==> config.mk <==
export PLATFORM = sky130hd
export DESIGN_NAME = cfg_chain_loader
export DESIGN_NICKNAME = d
export VERILOG_FILES = /design/src/rtl/cfg_pkg.sv /design/src/rtl/cfg_word_serializer.sv /design/src/rtl/cfg_chain_loader.sv
export SDC_FILE = /design/constraint.sdc
export NUM_CORES = 1
export LEC_CHECK = 0
export CAP_MARGIN = 15
export CORE_ASPECT_RATIO = 1.4
export CORE_MARGIN = 3
export CORE_UTILIZATION = 35
export CTS_CLUSTER_SIZE = 16
export DETAILED_ROUTE_END_ITERATION = 8
export HOLD_SLACK_MARGIN = 0.03
export PLACE_DENSITY = 0.66
export SLEW_MARGIN = 5
export SYNTH_ARGS = -nofsm -noshare
export SYNTH_HDL_FRONTEND = slang
export SYNTH_SLANG_ARGS = --single-unit
==> constraint.sdc <==
create_clock -name clk -period 2.6 [get_ports clk]
set_clock_uncertainty 0.1 [all_clocks]
set_input_delay 0.78 -clock clk [delete_from_list [all_inputs] [get_ports clk]]
set_output_delay 0.78 -clock clk [all_outputs]
set_load 0.05 [all_outputs]
==> src/rtl/cfg_pkg.sv <==
// Shared types and sizing helpers for the LUT configuration-chain loader.
package cfg_pkg;

   typedef enum logic [1:0] {
      ST_IDLE = 2'd0,
      ST_LOAD = 2'd1,
      ST_DONE = 2'd2
   } cfg_state_t;

   localparam int DEF_CONFIG_WIDTH = 1;
   localparam int DEF_WORD_WIDTH   = 8;
   localparam int DEF_CHAIN_BITS   = 16;

   function automatic int chunks_per_word(input int cw, input int ww);
      return ww / cw;
   endfunction

   function automatic int total_chunks(input int cw, input int bits);
      return bits / cw;
   endfunction

   function automatic int num_words(input int ww, input int bits);
      return (bits + ww - 1) / ww;
   endfunction

   // Width of a counter that must hold the values 0..n inclusive.
   function automatic int cnt_width(input int n);
      return $clog2(n + 1);
   endfunction

endpackage

==> src/rtl/cfg_word_serializer.sv <==
// One-word buffer that presents CONFIG_WIDTH-bit chunks LSB first; the low
// chunk of the buffer is the chain data, so the output comes straight off flops.
module cfg_word_serializer
   import cfg_pkg::*;
#(
   parameter int CONFIG_WIDTH = DEF_CONFIG_WIDTH,
   parameter int WORD_WIDTH   = DEF_WORD_WIDTH
)
(
   input  logic                    clk,
   input  logic                    rst_n,
   input  logic                    i_load,
   input  logic [WORD_WIDTH-1:0]   i_word,
   input  logic                    i_flush,
   output logic                    o_full,
   output logic                    o_last,
   output logic [CONFIG_WIDTH-1:0] o_chunk
);

   localparam int CHUNKS_PER_WORD = chunks_per_word(CONFIG_WIDTH, WORD_WIDTH);
   localparam int IDX_W           = (CHUNKS_PER_WORD > 1) ? $clog2(CHUNKS_PER_WORD) : 1;

   logic [WORD_WIDTH-1:0] r_buf;
   logic [IDX_W-1:0]      r_idx;
   logic                  r_full;

   // The last chunk is not shifted away, so the chain data holds during a stall.
   always_ff @(posedge clk or negedge rst_n) begin
      if (!rst_n) begin
         r_buf  <= '0;
         r_idx  <= '0;
         r_full <= 1'b0;
      end else if (i_flush) begin
         r_idx  <= '0;
         r_full <= 1'b0;
      end else if (i_load) begin
         r_buf  <= i_word;
         r_idx  <= '0;
         r_full <= 1'b1;
      end else if (r_full) begin
         if (o_last) begin
            r_full <= 1'b0;
         end else begin
            r_buf <= r_buf >> CONFIG_WIDTH;
            r_idx <= r_idx + 1'b1;
         end
      end
   end

   assign o_full  = r_full;
   assign o_last  = r_full && (r_idx == IDX_W'(CHUNKS_PER_WORD - 1));
   assign o_chunk = r_buf[CONFIG_WIDTH-1:0];

endmodule

==> src/rtl/cfg_chain_loader.sv <==
// Serialises a word-wide bitstream into the LUT config shift chain.
// Optional CFG_READBACK_EN adds cfg_tail capture (rb_data/rb_valid) for verify.
module cfg_chain_loader
   import cfg_pkg::*;
#(
   parameter int CONFIG_WIDTH = DEF_CONFIG_WIDTH,
   parameter int WORD_WIDTH   = DEF_WORD_WIDTH,
   parameter int CHAIN_BITS   = DEF_CHAIN_BITS
)
(
   input  logic                    clk,
   input  logic                    rst_n,
   input  logic                    start,
   input  logic                    abort,
   input  logic [WORD_WIDTH-1:0]   word_in,
   input  logic                    word_valid,
   output logic                    word_ready,
   output logic                    cfg_en,
   output logic [CONFIG_WIDTH-1:0] cfg_out,
   output logic                    busy,
   output logic                    done
`ifdef CFG_READBACK_EN
   ,
   input  logic [CONFIG_WIDTH-1:0] cfg_tail,
   output logic [CONFIG_WIDTH-1:0] rb_data,
   output logic                    rb_valid
`endif
);

   localparam int TOTAL_CHUNKS = total_chunks(CONFIG_WIDTH, CHAIN_BITS);
   localparam int NUM_WORDS    = num_words(WORD_WIDTH, CHAIN_BITS);
   localparam int SC_W         = cnt_width(TOTAL_CHUNKS);
   localparam int WC_W         = cnt_width(NUM_WORDS);

   cfg_state_t       r_state;
   cfg_state_t       w_state_nxt;
   logic [SC_W-1:0]  r_shift_cnt;
   logic [WC_W-1:0]  r_word_cnt;
   logic             w_accept;
   logic             w_last_shift;
   logic             w_flush;
   logic             w_buf_full;
   logic             w_buf_last;
   logic [CONFIG_WIDTH-1:0] w_chunk;

   // Handshake: a word transfers on a rising edge where word_valid && word_ready.
   // word_ready is combinational and never depends on word_valid.
   assign word_ready = (r_state == ST_LOAD) && (r_word_cnt != WC_W'(NUM_WORDS))
                       && (!w_buf_full || w_buf_last);
   assign w_accept     = word_valid && word_ready;
   assign w_last_shift = cfg_en && (r_shift_cnt == SC_W'(TOTAL_CHUNKS - 1));
   // Stopping at the final chain chunk also drops unused chunks of a partial word.
   assign w_flush      = (r_state == ST_LOAD) && (abort || w_last_shift);

   cfg_word_serializer #(
      .CONFIG_WIDTH (CONFIG_WIDTH),
      .WORD_WIDTH   (WORD_WIDTH)
   ) u_ser (
      .clk     (clk),
      .rst_n   (rst_n),
      .i_load  (w_accept),
      .i_word  (word_in),
      .i_flush (w_flush),
      .o_full  (w_buf_full),
      .o_last  (w_buf_last),
      .o_chunk (w_chunk)
   );

   assign cfg_en  = w_buf_full;
   assign cfg_out = w_chunk;

   always_comb begin
      w_state_nxt = r_state;
      busy        = 1'b0;
      done        = 1'b0;
      case (r_state)
         ST_IDLE: begin
            if (start) w_state_nxt = ST_LOAD;
         end
         ST_LOAD: begin
            busy = 1'b1;
            if (abort)             w_state_nxt = ST_IDLE;
            else if (w_last_shift) w_state_nxt = ST_DONE;
         end
         ST_DONE: begin
            done        = 1'b1;
            w_state_nxt = ST_IDLE;
         end
         default: w_state_nxt = ST_IDLE;
      endcase
   end

   always_ff @(posedge clk or negedge rst_n) begin
      if (!rst_n) begin
         r_state     <= ST_IDLE;
         r_shift_cnt <= '0;
         r_word_cnt  <= '0;
      end else begin
         r_state <= w_state_nxt;
         if ((r_state == ST_IDLE) && start) begin
            r_shift_cnt <= '0;
            r_word_cnt  <= '0;
         end else begin
            if (cfg_en && (r_shift_cnt != SC_W'(TOTAL_CHUNKS)))
               r_shift_cnt <= r_shift_cnt + 1'b1;
            if (w_accept)
               r_word_cnt <= r_word_cnt + 1'b1;
         end
      end
   end

`ifdef CFG_READBACK_EN
   logic [CONFIG_WIDTH-1:0] r_rb_data;
   logic                    r_rb_valid;

   // Each enable pushes the chain one step, so cfg_tail yields the old contents oldest first.
   always_ff @(posedge clk or negedge rst_n) begin
      if (!rst_n) begin
         r_rb_data  <= '0;
         r_rb_valid <= 1'b0;
      end else begin
         r_rb_valid <= cfg_en;
         if (cfg_en) r_rb_data <= cfg_tail;
      end
   end

   assign rb_data  = r_rb_data;
   assign rb_valid = r_rb_valid;
`endif

endmodule

Yosys cells after proc, flatten, opt, wreduce, memory -nomap -nowiden
Cells that the tools add are included.
W data, S select, Z words.
{"block": "totals", "register_bits": 21, "in_bits": 13, "elab_cells": 60}
{"block": "op_classes", "addsub": 3, "eq_ne": 10, "muxes": 21, "n_bitwise": 1, "n_reduce_logical": 19}
{"operator": "$mux W8", "count": 3}
{"operator": "$mux W3", "count": 4}
{"operator": "$mux W2", "count": 5}
{"operator": "$mux W5", "count": 2}
{"operator": "$logic_and A1 B1 Y1", "count": 8}
{"operator": "$mux W1", "count": 6}
{"operator": "$reduce_bool A2 Y1", "count": 3}
{"operator": "$add A5 B1 Y5 const B", "count": 1}
{"operator": "$eq A5 B4 Y1 const B", "count": 1}
{"operator": "$ne A5 B5 Y1 const B", "count": 1}
{"operator": "$ne A2 B2 Y1 const B", "count": 2}
{"operator": "$pmux W2 S2", "count": 1}
{"operator": "$reduce_and A2 Y1", "count": 2}
{"operator": "$add A3 B1 Y3 const B", "count": 1}
{"operator": "$eq A3 B3 Y1 const B", "count": 1}
{"operator": "$ne A3 B1 Y1 const B", "count": 1}
{"operator": "$ne A3 B3 Y1 const B", "count": 1}
{"operator": "$reduce_and A3 Y1", "count": 1}
{"operator": "$reduce_bool A3 Y1", "count": 1}
{"operator": "$add A2 B1 Y2 const B", "count": 1}
{"operator": "$eq A2 B1 Y1 const B", "count": 1}
{"operator": "$eq A2 B2 Y1 const B", "count": 1}
{"operator": "$logic_not A2 Y1", "count": 1}
{"operator": "$logic_or A1 B1 Y1", "count": 2}
{"operator": "other kinds (3)", "count": 3}

Logic depth before layout (Yosys ltp)
{"block": "depth", "word_depth": 7, "mapped_depth": 6, "mapped_depth_nobuf": 6}

Modules after synthesis
Synthesis repeated with hierarchy kept, for this count alone.
{"block": "unflattened", "cells_unflattened": 102, "area_unflattened_um2": 1164.9}
{"mod": "cfg_word_serializer", "instances": 1, "cells_per_inst": 44, "area_each_um2": 611.8, "seq_area_each_um2": 300.3}
{"mod": "cfg_chain_loader", "instances": 1, "cells_per_inst": 58, "area_each_um2": 553.0, "seq_area_each_um2": 225.2}

Least setup slack after synthesis
No wires, ideal clock.
{"block": "synth_timing", "kind": "register -> output", "startpoint": "reg u_ser.r_full, in the netlist u_ser.o_full", "endpoint": "out word_ready", "t_arrival_ns": 2.017, "required_time_ns": 1.720, "slack_ns": -0.297, "stages_incl_launch_ff": 4, "path_buffers": 1, "path_cell_list": "dfrtp_1 > nor2b_1 > buf_2 > nor3_1"}
{"block": "synth_via", "elab_chain_len": 3, "word_cells_on_any_way": 4, "cone_classes": "reduce/logical: 4"}
{"item": "from (decl)", "line_no": "cfg_word_serializer.sv:25", "rtl": "logic r_full;"}
{"item": "from (signal assigned)", "line_no": "cfg_word_serializer.sv:32", "rtl": "r_full <= 1'b0;"}
{"item": "from (signal assigned)", "line_no": "cfg_word_serializer.sv:35", "rtl": "r_full <= 1'b0;"}
{"item": "from (signal assigned)", "line_no": "cfg_word_serializer.sv:39", "rtl": "r_full <= 1'b1;"}
{"item": "$logic_not A1 Y1 or $logic_and A1 B1 Y1 (tied branches)", "line_no": "cfg_chain_loader.sv:49, cfg_word_serializer.sv:51"}
{"item": "$logic_or A1 B1 Y1 (*)", "line_no": "cfg_chain_loader.sv:49", "rtl": "&& (!w_buf_full || w_buf_last);"}
{"item": "$logic_and A1 B1 Y1 (*)", "line_no": "cfg_chain_loader.sv:49"}
{"item": "to (decl)", "line_no": "cfg_chain_loader.sv:17", "rtl": "output logic word_ready,"}
Every way passes the cells marked *; elsewhere a longest branch is shown, timed or not.

Final worst setup path
{"block": "layout_timing", "startpoint": "reg u_ser.r_idx[0]", "endpoint": "out word_ready"}
{"block": "layout_via", "elab_chain_len": 4}
{"item": "from (decl)", "line_no": "cfg_word_serializer.sv:24", "rtl": "logic [IDX_W-1:0] r_idx;"}
{"item": "from (signal assigned)", "line_no": "cfg_word_serializer.sv:45", "rtl": "r_idx <= r_idx + 1'b1;"}
{"item": "$eq A3 B3 Y1", "line_no": "cfg_word_serializer.sv:51", "rtl": "assign o_last = r_full && (r_idx == IDX_W'(CHUNKS_PER_WORD - 1));"}
{"item": "$logic_and A1 B1 Y1", "line_no": "cfg_word_serializer.sv:51"}
{"item": "$logic_or A1 B1 Y1", "line_no": "cfg_chain_loader.sv:49"}
{"item": "$logic_and A1 B1 Y1", "line_no": "cfg_chain_loader.sv:49"}
No other way between the ends.

==> metrics <==
Synth cell types 32; CP Capture Type primary output; number of global-route vias before repair 924; Synth async-reset ratio 1.000; fin crit period 2.513 ns; Vias/cell 5.422; layout cells sized above 1 0.1240; post-route setup TNS 0 ns; Hold Path Class register to register; Fillers 285; mapped cell area 1144 um^2; io pins 18; Seq/Total Area, Yosys 0.4595; R2R setup slack 0.60 ns; Die Span Y 73.64 um; 1st-pass router iterations 4; setup bufs post-CTS 0; Final #Nets 149; R2R cell count 6; footprint of the multi-input gates 561.8 um^2; Final Cell Area 1410 um^2; worst path required time 1.72 ns; MaxCap Viol Count 0; # clock sinks 21; H-tree depth 1; DP Wirelength 1679 um; Net Count, Synth 129; Area growth, synth to finish 23.30%; vias after detailed routing 900; initial antenna violation count 0; Place WS 0.2723 ns; CTS tree yes; die area 3999 um^2; Setup crit end word_ready; die extent in x 54.31 um; syn_area_per_cell 10.40 um^2; IO buf count 17; Final Worst Setup Slack 0.08727 ns; most frequent cells in the layout 21 x dfrtp_1, 13 x clkdlybuf4s50_1, 8 x o2bb2ai_1, 7 x and3b_1, 7 x a31oi_1; crit path DAT 1.63 ns; Routed Wire Length 2289 um; EDFF count, synth 0; reg2reg start r_shift_cnt[0]; RSZ-0062 raised after global routing no; Max Clock Freq 0.3980 GHz; Slew Viols, Final 0; status complete, no violations; antenna-violating nets left 0; PD cells 896.2 nW/um^2; Longest Clk Path Bufs 2; synthesized flop and latch total 21; Clock Tree Root clkbuf_8; Core Area 2993 um^2; # rows 23; register area 525.5 um^2; Residual DRC 0; Initial Util 0.3821; final hold vios 0; Worst-path clk slew 0.08 ns; gr ovfl total 0; Leak 0.0006500 uW; CTS Hold Bufs 0; CP Launch Type register; endpoint of the worst register-to-register path u_ser.r_buf[6]; Slew @ Worst Pin 0.5007 ns; critical path class register to primary output; pin count of the biggest net entering global routing 22; Synth Flop Type dfrtp_1; Num CTS Buffers 3; Max rail drop VDD 0.5348 mV; Cell Area, Placed 1361 um^2; synthesized instance count 110; antenna cell count 0; final period utilization 0.9664; post_cts resized 0; Wirelength per Cell 13.79 um; GPL Wtd Cong 0.7570; gr usage total 0.1338; CP max FO 9; initial DRC count 28; final setup fails 0; most common cell after layout, fill and taps aside dfrtp_1; Ys Warns 0; worst setup path startpoint u_ser.r_idx[0]; slew margin rel. 0.6657; first-pass GRT wire length 4015 um; clock latency on the worst-skew pair 0.25 ns
metrics by stage:
| step | hold slack (ns) | util | cells | power, uW |
|---|---|---|---|---|
| after floorplan | 0.3459 | - | 110 | 908.2 |
| after global placement | 0.3638 | 0.4548 | 162 | 1041 |
| after detailed placement | 0.3684 | 0.4548 | 162 | 1064 |
| after CTS | 0.3885 | 0.4703 | 166 | 1277 |
| after global routing | 0.4084 | 0.4712 | 166 | 1369 |
| final | 0.3858 | 0.4712 | 166 | 1264 |
flip-flops by register name, summed over array words and instances (netlist names):
signal	count
u_ser.r_buf	8
r_shift_cnt	5
u_ser.r_idx	3
r_state	2
r_word_cnt	2
u_ser.o_full	1
per-layer routing:
metal  share of wire  vias to the layer above  track usage
li1                -                      442            -
met1            0.45                      427       0.1682
met2            0.49                       27       0.2304
met3           0.041                        4      0.01826
met4           0.013                        0      0.04155
met5               0                        -            0
final cells by class:
class / count / area share
Timing Repair Buffer: 20 / 0.1420
Inverter: 8 / 0.02130
Multi-Input combinational cell: 76 / 0.3984
Clock buffer: 3 / 0.02928
Clock inverter: 1 / 0.003549
Sequential cell: 21 / 0.3727
Tap cell: 37 / 0.03283
how the worst min path moves through the flow:
stage	startpoint	end	slack [ns]	cells past startpoint
floorplan	r_word_cnt[0]	r_word_cnt[0]	0.35	1
global placement	u_ser.r_buf[6]	u_ser.r_buf[6]	0.36	1
detailed placement	u_ser.r_buf[3]	u_ser.r_buf[3]	0.37	1
CTS	u_ser.r_buf[4]	u_ser.r_buf[4]	0.39	1
global route	u_ser.r_buf[1]	u_ser.r_buf[1]	0.41	1
finish	u_ser.r_buf[3]	u_ser.r_buf[3]	0.39	1
cells by family (layout without fill, tap and decap cells):
| family | Yosys count | count (layout) | synth area share |
|---|---|---|---|
| AOI/OAI and AO/OA | 32 | 32 | 0.1991 |
| xor gates and xnor gates | 1 | 1 | 0.007660 |
| adders and majority gates | 6 | 6 | 0.06564 |
| buffers and inverters | 13 | 32 | 0.05361 |
| DFF | 21 | 21 | 0.4595 |
| and+or+nand+nor | 37 | 37 | 0.2144 |
cells in the mapped netlist, types with 2 or more instances:
master,n,area [um^2]
nor2_1,4,15.01
o21ai_1,2,10.01
and3b_1,7,61.31
and4bb_1,2,25.02
a211oi_1,2,15.01
nand2b_1,3,18.77
nand3_1,3,15.01
nor2b_1,2,12.51
o2bb2ai_1,8,70.07
inv_1,6,22.52
ha_1,6,75.07
nand2_1,6,22.52
o211ai_1,2,15.01
a21oi_1,6,30.03
o21ai_0,3,15.01
dfrtp_1,21,525.5
inv_2,2,7.510
nor3_1,2,10.01
a31oi_1,7,43.79
buf_2,4,20.02
critical path: stages, from the launching register on:
cell,delay [ns]
dfrtp_1,0.40
ha_1,0.21
ha_1,0.30
nor2b_1,0.22
nor3_2,0.05
buf_4,0.20
where the power goes:
part	switching [uW]	total (uW)	internal, uW	leakage [uW]
Combinational	312	541	229	0.000349
Clock	101	207	106	0.0000255
Sequential	74.3	516	442	0.000275
Total	486	1260	777	0.000650
(Power assumes the default switching activity.)
